===== config.mk =====
export PLATFORM = sky130hd
export DESIGN_NAME = cpu7_ifu_fdpq
export DESIGN_NICKNAME = d
export VERILOG_FILES = /design/src/rtl/cpu7_ifu_fdpq_pkg.sv /design/src/rtl/cpu7_ifu_fq.sv /design/src/rtl/cpu7_ifu_fdpq.sv
export SDC_FILE = /design/constraint.sdc
export NUM_CORES = 1
export LEC_CHECK = 0
export CAP_MARGIN = 20
export CORE_ASPECT_RATIO = 0.9
export CORE_MARGIN = 10
export CORE_UTILIZATION = 30
export DETAILED_ROUTE_END_ITERATION = 16
export PLACE_DENSITY = 0.62
export SYNTH_ARGS = -nofsm -noshare
export SYNTH_HDL_FRONTEND = slang
export SYNTH_HIERARCHICAL = 1
export SYNTH_SLANG_ARGS = --single-unit

===== constraint.sdc =====
create_clock -name clock -period 12.61 [get_ports clock]
set_input_delay 3.1525 -clock clock [delete_from_list [all_inputs] [get_ports clock]]
set_output_delay 3.1525 -clock clock [all_outputs]
set_load 0.1 [all_outputs]

===== src/rtl/cpu7_ifu_fdpq_pkg.sv =====
// Shared widths and the fetch-queue entry layout for the fetch/decode pipe.
package cpu7_ifu_fdpq_pkg;

  // Architectural register width and exception-code width of the core.
  localparam int unsigned GRLEN     = 32;
  localparam int unsigned EXCCODE_W = 6;

  typedef struct packed {
    logic [31:0]          pc;
    logic [31:0]          inst;
    logic                 ex;
    logic [EXCCODE_W-1:0] exccode;
  } fdp_entry_t;

endpackage


===== src/rtl/cpu7_ifu_fq.sv =====
// Generic synchronous FIFO with flush; pointers wrap modulo DEPTH.
module cpu7_ifu_fq #(
  parameter int unsigned WIDTH = 32,
  parameter int unsigned DEPTH = 4,
  localparam int unsigned PtrW = (DEPTH > 1) ? $clog2(DEPTH) : 1,
  localparam int unsigned CntW = $clog2(DEPTH) + 1
) (
  input  logic             clock,
  input  logic             reset,
  input  logic             flush,
  input  logic             push,
  input  logic [WIDTH-1:0] push_data,
  input  logic             pop,
  output logic [WIDTH-1:0] pop_data,
  output logic [CntW-1:0]  occupancy
);

  logic [WIDTH-1:0] mem [DEPTH];
  logic [PtrW-1:0]  wr_ptr_q, rd_ptr_q;
  logic [CntW-1:0]  count_q;

  function automatic logic [PtrW-1:0] ptr_inc(input logic [PtrW-1:0] p);
    return (32'(p) == DEPTH - 1) ? '0 : p + PtrW'(1);
  endfunction

  // Pointer and occupancy bookkeeping; push+pop together leaves count unchanged.
  always_ff @(posedge clock) begin
    if (reset || flush) begin
      wr_ptr_q <= '0;
      rd_ptr_q <= '0;
      count_q  <= '0;
    end else begin
      if (push) wr_ptr_q <= ptr_inc(wr_ptr_q);
      if (pop)  rd_ptr_q <= ptr_inc(rd_ptr_q);
      if (push && !pop)      count_q <= count_q + CntW'(1);
      else if (!push && pop) count_q <= count_q - CntW'(1);
    end
  end

  // Storage write; data needs no reset since occupancy gates its use.
  always_ff @(posedge clock) begin
    if (push && !flush && !reset) mem[wr_ptr_q] <= push_data;
  end

  assign pop_data  = mem[rd_ptr_q];
  assign occupancy = count_q;

endmodule


===== src/rtl/cpu7_ifu_fdpq.sv =====
// Fetch PC generation, request credit control and fetch queue feeding decode.
module cpu7_ifu_fdpq
  import cpu7_ifu_fdpq_pkg::*;
#(
  parameter int unsigned DEPTH     = 4,
  parameter int unsigned MAX_OUTST = 2
) (
  input  logic                 clock,
  input  logic                 reset,
  input  logic [31:0]          pc_init,
  output logic                 inst_req,
  output logic [31:0]          inst_addr,
  input  logic                 inst_addr_ok,
  input  logic                 inst_valid,
  input  logic [127:0]         inst_rdata,
  input  logic                 inst_ex,
  input  logic [EXCCODE_W-1:0] inst_exccode,
  output logic                 inst_cancel,
  input  logic                 br_taken,
  input  logic [31:0]          br_target,
  input  logic                 exu_ifu_except,
  input  logic [GRLEN-1:0]     exu_ifu_eentry,
  input  logic                 exu_ifu_stall_req,
  output logic                 fdp_dec_valid,
  output logic [31:0]          fdp_dec_inst,
  output logic [31:0]          fdp_dec_pc,
  output logic                 fdp_dec_ex,
  output logic [EXCCODE_W-1:0] fdp_dec_exccode
);

  localparam int unsigned OutW  = $clog2(MAX_OUTST + 1);
  localparam int unsigned CntW  = $clog2(DEPTH) + 1;
  localparam int unsigned PendW = $clog2(MAX_OUTST) + 1;

  logic [31:0]      pc_bf_q;
  logic [OutW-1:0]  outst_q, drop_cnt_q;
  logic             fault_hold_q;
  logic             redirect, accept, rsp_live, credit_ok;
  logic [31:0]      redirect_pc, rsp_pc;
  logic [CntW-1:0]  occupancy;
  logic [PendW-1:0] pend_occupancy;
  fdp_entry_t       rsp_entry, head;
  logic             unused_bits;

  assign redirect    = exu_ifu_except | br_taken;
  assign redirect_pc = exu_ifu_except ? exu_ifu_eentry[31:0] : br_target;
  // Counting outstanding requests against free queue slots guarantees every response has room.
  assign credit_ok   = (32'(outst_q) < MAX_OUTST) && (32'(outst_q) + 32'(occupancy) < DEPTH);
  assign accept      = inst_req & inst_addr_ok;
  // Responses owed to requests issued before a redirect are dropped by count.
  assign rsp_live    = inst_valid & ~redirect & ~reset & (drop_cnt_q == '0);
  assign rsp_entry   = '{pc: rsp_pc, inst: inst_rdata[31:0], ex: inst_ex, exccode: inst_exccode};
  assign unused_bits = ^{inst_rdata[127:32], pend_occupancy};

  // Request, cancel and decode-side outputs, all forced quiet during reset.
  always_comb begin
    inst_req        = ~reset & ~redirect & ~fault_hold_q & credit_ok;
    inst_addr       = pc_bf_q;
    inst_cancel     = redirect & ~reset;
    fdp_dec_valid   = ~reset & ~redirect & ~exu_ifu_stall_req & (occupancy != '0);
    fdp_dec_inst    = '0;
    fdp_dec_pc      = '0;
    fdp_dec_ex      = 1'b0;
    fdp_dec_exccode = '0;
    if (!reset) begin
      fdp_dec_inst    = head.inst;
      fdp_dec_pc      = head.pc;
      fdp_dec_ex      = head.ex;
      fdp_dec_exccode = head.exccode;
    end
  end

  // Fetch PC, outstanding/drop counters and fault hold.
  always_ff @(posedge clock) begin
    if (reset) begin
      pc_bf_q      <= pc_init;
      outst_q      <= '0;
      drop_cnt_q   <= '0;
      fault_hold_q <= 1'b0;
    end else begin
      if (redirect)    pc_bf_q <= redirect_pc;
      else if (accept) pc_bf_q <= pc_bf_q + 32'd4;

      if (accept && !inst_valid)      outst_q <= outst_q + OutW'(1);
      else if (!accept && inst_valid) outst_q <= outst_q - OutW'(1);

      if (redirect)                            drop_cnt_q <= outst_q - OutW'(inst_valid);
      else if (inst_valid && drop_cnt_q != '0) drop_cnt_q <= drop_cnt_q - OutW'(1);

      if (redirect)                fault_hold_q <= 1'b0;
      else if (rsp_live && inst_ex) fault_hold_q <= 1'b1;
    end
  end

  // PCs of requests in flight, matched in order with responses.
  cpu7_ifu_fq #(
    .WIDTH (32),
    .DEPTH (MAX_OUTST)
  ) u_pend_fq (
    .clock     (clock),
    .reset     (reset),
    .flush     (redirect),
    .push      (accept),
    .push_data (pc_bf_q),
    .pop       (rsp_live),
    .pop_data  (rsp_pc),
    .occupancy (pend_occupancy)
  );

  // Instruction queue presented to decode.
  cpu7_ifu_fq #(
    .WIDTH ($bits(fdp_entry_t)),
    .DEPTH (DEPTH)
  ) u_inst_fq (
    .clock     (clock),
    .reset     (reset),
    .flush     (redirect),
    .push      (rsp_live),
    .push_data (rsp_entry),
    .pop       (fdp_dec_valid),
    .pop_data  (head),
    .occupancy (occupancy)
  );

endmodule


==> impl_results.md, run 1 <==
- H-tree Lvls: 2
- Fin worst setup slack: 2.660 ns
- VDD IR max: 0.08520 mV
- Most used cell, CP: clkdlybuf4s50_1
- Die ar.: 64,510 sq um
- Fin crit share: 0.7891
- Pre-CTS worst setup slack: 2.643 ns
- Clock buffer count from CTS: 44
- Clk network pwr share: 0.427
- Gr usage total: 0.1295
- Initial Util: 0.3029
- Post-cts hold buffer count: 0
- Outcome: complete, no violations
- Core area: 54,220 sq um
- Sw Share: 0.2415
- Die height: 242.0 um
- NetSw: between 700 and 800 uW
- Int Pwr: roughly 2400 uW
- WL per Instance: 22.36 um
- Final Hold Viols: 0
- Port Buffers: 247
- Clock buffer depth: 3
- PostCTS Resize Cnt: 0
- Share of cells above drive strength 1: 0.1787
- Largest net degree at the start of global routing: 62
- Clock-pin transition on the worst setup and hold timing paths: 0.06 ns
- Total grt overflow: 0
- Die width: around 270 um
- Mapped cell area: around 16,000 sq um
- Boundary pin count: 344
- Seq pwr share: 0.476
- Synthesized instance count: 897
- DRC viols: 0
- Worst path required time: between 9 and 10 ns
- Total Wirelength: 42.42 mm
- Clock Skew: 0.02480 ns
- Routability cong.: around 0.77
- Cell Chain, Critical Path: clkdlybuf4s50_1 > buf_4 > nor2_4 > nand2_1 > nor3_1 > clkdlybuf4s50_1
- Max-Cap Viols: 0
- Leak Pwr: 0.006670 uW
- Initial antenna violation count: 0
- Crit Path Max Fanout: 20
- Peak Freq: 100.5 MHz
- NumNets Final: approximately 1,400
- Vias per inst: 4.808
- RSZ-0062 raised after global routing: false
- Post CTS Setup Buffer Count: 0
- N_diodes: 0
- Layout overhead on the synthesized area: 28.54%
- Combinational power share: 0.097
- Worst Path Arrival: 6.80 ns
- Slowest CP cell: clkdlybuf4s50_1
- Nature of the critical path endpoint: output port
- CTS tree: built
- Slew HR: 0.2469
- Final setup viols: 0
- Avg Cell Area, Syn: 18.31 sq um
- Vias: between 9,000 and 10,000
- Vias in the first global route: 9,723
- Total negative slack: 0 ns
- Clk sinks: between 300 and 400
- Max Slew Vio Count: 0
- Root buf cell: clkbuf_16
- Crit path launch type: input port
- Starting DRT DRC Count: 578
- Worst Tran Pin Value: 1.126 ns
- YS warnings: 6
- First-pass GRT wire length: 62.93 mm
- Antenna Nets Post-Route: 0
- Hold crit path type: reg2reg
- Setup Crit Path Kind: in2out
- Hpwl dp: 27.05 mm
- Clk_lat worst skew: 0.56 ns
- Min cycle time layout: approximately 10 ns
- Initial DRT Pass Iterations: 5
- Num rows: 81
- Largest stage delay, worst path: 1.26 ns
- Syn nets: 1,147
- Pwr Density: 148.0 nW/um^2
==> power groups by stage <==
stage / Clock [uW] / Sequential (uW) / Combinational (uW)
2_1_floorplan: 0 / 1590 / 108
3_3_place_gp: 0 / 1520 / 303
3_5_place_dp: 0 / 1520 / 304
4_1_cts: 1370 / 1490 / 306
5_1_grt: 1430 / 1490 / 317
6_report: 1330 / 1490 / 302
==> stage by stage <==
| stage | hold slack (ns) | cell area, sq um | total power [uW] | utilization | instances |
|---|---|---|---|---|---|
| after floorplan | 0.4288 | 16420 | 1697 | - | 897 |
| after global placement | 0.4519 | 19560 | 1818 | 0.3608 | 1815 |
| after detailed placement | 0.4541 | 19560 | 1821 | 0.3608 | 1815 |
| after CTS | 0.4750 | 21080 | 3167 | 0.3888 | 1896 |
| after global routing | 0.5222 | 21110 | 3235 | 0.3893 | 1897 |
| final | 0.4827 | 21110 | 3124 | 0.3893 | 1897 |
==> path summary, 6_finish.rpt <==
check	slack, ns	cells past startpoint	endpoint	start
setup / recovery	2.66	6	fdp_dec_valid	br_taken
hold / removal	0.48	2	fault_hold_q$_SDFFE_PP0P_	fault_hold_q$_SDFFE_PP0P_
setup reg to reg	9.66	6	u_inst_fq/mem[2][16]$_DFFE_PP_	drop_cnt_q[0]$_SDFFE_PP0P_
hold reg to reg	0.48	2	fault_hold_q$_SDFFE_PP0P_	fault_hold_q$_SDFFE_PP0P_
==> critical path, delay by kind of cell <==
kind          cells  cell delay [ns]
buf+inv           3             1.87
simple gates      3             1.74
==> sequential cells by signal (all words and copies together) (netlist names), 2 cells and up, named ones only <==
| register | cells |
|---|---|
| drop_cnt_q | 2 |
| u_inst_fq/mem | 284 |
| u_inst_fq/occupancy | 3 |
| inst_addr | 32 |
| u_pend_fq/mem | 64 |
| outst_q | 2 |
| u_inst_fq/rd_ptr_q | 2 |
| u_inst_fq/wr_ptr_q | 2 |
==> cells in the final DEF, fill, tap and decap left out, types with 14 or more instances in the layout <==
cell             count
buf_4               18
edfxtp_1           380
clkdlybuf4s50_1    242
nand2_1             31
dfxtp_1             14
nor2b_1             72
nor2_1              23
xnor2_1             20
a22oi_1             18
clkbuf_16           45
mux2_2              30
mux4_2              70
==> metal layers <==
metal | track usage | part of all wire | vias to the layer above
li1 | - | - | 4110
met1 | 0.1678 | 0.44 | 4658
met2 | 0.2131 | 0.47 | 298
met3 | 0.03257 | 0.067 | 54
met4 | 0.03373 | 0.016 | 0
met5 | 0 | 0 | -
==> final cells by class <==
class,count,area (sq um)
sequential,397,11760
inverter,13,48.80
clock buffer,54,1180
fill,5008,33110
timing repair buffer,262,2590
clock inverter,27,339.1
multi-input combinational,439,4309
tap,705,882.1
Power figures use the tool's default switching activity.
==> run 2, diff against run 1 <==
==> constraint.sdc (replaced) <==
create_clock -name clock -period 10.4 [get_ports clock]
set_input_delay 2.6 -clock clock [delete_from_list [all_inputs] [get_ports clock]]
set_output_delay 2.6 -clock clock [all_outputs]
set_load 0.1 [all_outputs]
==> impl_results.md, run 2 (synthesis gave the netlist of run 1 again) <==
- Seq pwr share: 0.496 (was 0.476)
- Worst Tran Pin Value: 1.173 ns (was 1.126 ns)
- NumNets Final: 1,405 (was 1,407)
- Clock buffer count from CTS: 42 (was 44)
- Share of cells above drive strength 1: 0.1700 (was 0.1787)
- Most used cell, CP: clkdlybuf4s50_1 (unchanged)
- Total grt overflow: 0 (unchanged)
- Met3 wire len: 3.028 mm (was 2.844 mm)
- Final Hold Viols: 0 (unchanged)
- Met2 WL: 19.97 mm (was 20.15 mm)
- Slowest CP cell: clkdlybuf4s50_1 (unchanged)
- Max Slew Vio Count: 0 (unchanged)
- Vias: 9,109 (was 9,120)
- Worst reg2reg setup slack: 7.42 ns (was 9.66 ns)
- Nature of the critical path endpoint: output port (unchanged)
- Final setup viols: 0 (unchanged)
- Fill count: 4,973 (was 5,008)
- Sw Share: 0.2451 (was 0.2415)
- WP buf/inv: 3 (unchanged)
- Post-cts hold buffer count: 0 (unchanged)
- M1 wire length: 18.16 mm (was 18.73 mm)
- Hpwl dp: 27.61 mm (was 27.05 mm)
- Multi-input logic area: 4309 sq um (unchanged)
- Setup Crit Path Kind: in2out (unchanged)
- Pwr Density: 173.7 nW/um^2 (was 148.0 nW/um^2)
- Clock Skew: 0.03239 ns (was 0.02480 ns)
- First-pass GRT wire length: 62.93 mm (unchanged)
- Die ar.: 64,510 sq um (unchanged)
- Fin crit share: 0.8055
- Routability cong.: 0.7826 (was 0.7651)
- Largest register FFs: 284 (unchanged)
- Clk network pwr share: 0.403 (was 0.427)
- Hold crit path type: reg2reg (unchanged)
- PostCTS Resize Cnt: 0 (unchanged)
- Largest stage delay, worst path: 1.26 ns (about the same)
- Max-Cap Viols: 0 (unchanged)
- Post CTS Setup Buffer Count: 0 (unchanged)
- Die height: 242.0 um (unchanged)
- Initial antenna violation count: 0 (unchanged)
- Leak Pwr: 0.006580 uW (was 0.006670 uW)
- Most frequent cells in the layout: 380 x edfxtp_1, 242 x clkdlybuf4s50_1, 72 x nor2b_1 (unchanged)
- Total negative slack: 0 ns (unchanged)
- CTS tree: built (unchanged)
- Combinational power share: 0.101 (was 0.097)
- N_diodes: 0 (unchanged)
- Pwr Total: 3639 uW (was 3124 uW)
- Initial Util: 0.3029 (unchanged)
- Worst path required time: 7.80 ns (was 9.46 ns)
- Root buf cell: clkbuf_16 (unchanged)
- Vias in the first global route: 9,914 (was 9,723)
- Vias per inst: 4.812 (was 4.808)
- Port Buffers: 247 (unchanged)
- Clock-pin transition on the worst setup and hold timing paths: 0.06 ns (about the same)
- Die width: 266.6 um (unchanged)
- Cell Chain, Critical Path: clkdlybuf4s50_1 > buf_4 > nor2_4 > nand2_1 > nor3_1 > clkdlybuf4s50_1 (unchanged)
- Total Wirelength: 42.15 mm (was 42.42 mm)
- VDD IR max: 0.1167 mV (was 0.08520 mV)
- H-tree Lvls: 2 (unchanged)
- Starting DRT DRC Count: 635 (was 578)
- Pre-CTS worst setup slack: 2.002 ns (was 2.643 ns)
- Worst Path Arrival: 5.78 ns (was 6.80 ns)
- Clock buffer depth: 3 (unchanged)
- RSZ-0062 raised after global routing: false (unchanged)
- Layout overhead on the synthesized area: 27.57% (was 28.54%)
- Min cycle time layout: 8.377 ns
- WL per Instance: 22.26 um (was 22.36 um)
- Clk_lat worst skew: 0.57 ns (was 0.56 ns)
- Largest Register: u_inst_fq/mem (unchanged)
- Outcome: complete, no violations (unchanged)
- Crit-path leading delay family: buffers and inverters (unchanged)
- Gr usage total: 0.1295 (about the same)
- Boundary pin count: 344 (unchanged)
- Clk sinks: 397 (unchanged)
- Peak Freq: 119.4 MHz
- Core area: 54,220 sq um (unchanged)
- Most common cell after layout, fill and taps aside: edfxtp_1 (unchanged)
- Fin worst setup slack: 2.023 ns (was 2.660 ns)
- Int Pwr: 2747 uW (was 2369 uW)
- NetSw: 891.9 uW (was 754.3 uW)
- Slew HR: 0.2155 (was 0.2469)
- DR top layer: met4 (unchanged)
- Antenna Nets Post-Route: 0 (unchanged)
- Crit Path Max Fanout: 15 (was 20)
- Sequential cell area: 11,760 sq um (unchanged)
- Largest net degree at the start of global routing: 62 (unchanged)
- Initial DRT Pass Iterations: 4 (was 5)
- DRC viols: 0 (unchanged)
- Crit path launch type: input port (unchanged)
- Num rows: 81 (unchanged)
run 2: cell types whose count changed in the layout (fill, tap and decap cells not counted), sizes merged:
cell	change
clkbuf	-2
clkinvlp	+1
clkinv	+3
bufinv	-3
inv	-3
run 2: tightest hold or removal path, cell delays in order (launching register included):
cell and delay, ns:
dfxtp_1 0.32, a31oi_1 0.05, nor2_1 0.07
run 2: metrics by stage:
stage,utilization,cells,cell area [sq um],hold slack [ns]
floorplan,-,897,16420,0.4288
global placement,0.3608,1815,19560,0.4422
detailed placement,0.3608,1815,19560,0.4636
CTS,0.3859,1892,20920,0.4764
global route,0.3864,1893,20950,0.4946
finish,0.3864,1893,20950,0.4734
run 2: cell type report:
cell class	instances	area share
sequential	397	0.5613
inverter	13	0.002329
clock buffer	52	0.05297
multi-input combinational	439	0.2057
timing repair buffer	262	0.1236
tap	705	0.04210
clock inverter	25	0.01194
run 2: path summary, 6_finish.rpt:
check                                            from                         to  depth (start not counted)
setup / recovery                             br_taken              fdp_dec_valid                          6
hold / removal              fault_hold_q$_SDFFE_PP0P_  fault_hold_q$_SDFFE_PP0P_                          2
setup reg to reg  u_inst_fq/occupancy[1]$_SDFFE_PP0P_    inst_addr[14]$_DFFE_PP_                          6
hold reg to reg             fault_hold_q$_SDFFE_PP0P_  fault_hold_q$_SDFFE_PP0P_                          2
run 2: power by group through the flow:
stage,sequential (uW),combinational (uW),clock (uW)
after detailed placement,1840,368,0
after global routing,1810,384,1580
after CTS,1810,370,1520
after global placement,1840,367,0
after floorplan,1930,131,0
final,1800,367,1470
run 2: routing by layer:
layer | track usage | vias up
li1 | - | 4110
met1 | 0.1639 | 4636
met2 | 0.2111 | 301
met3 | 0.03693 | 62
met4 | 0.04058 | 0
met5 | 0 | -
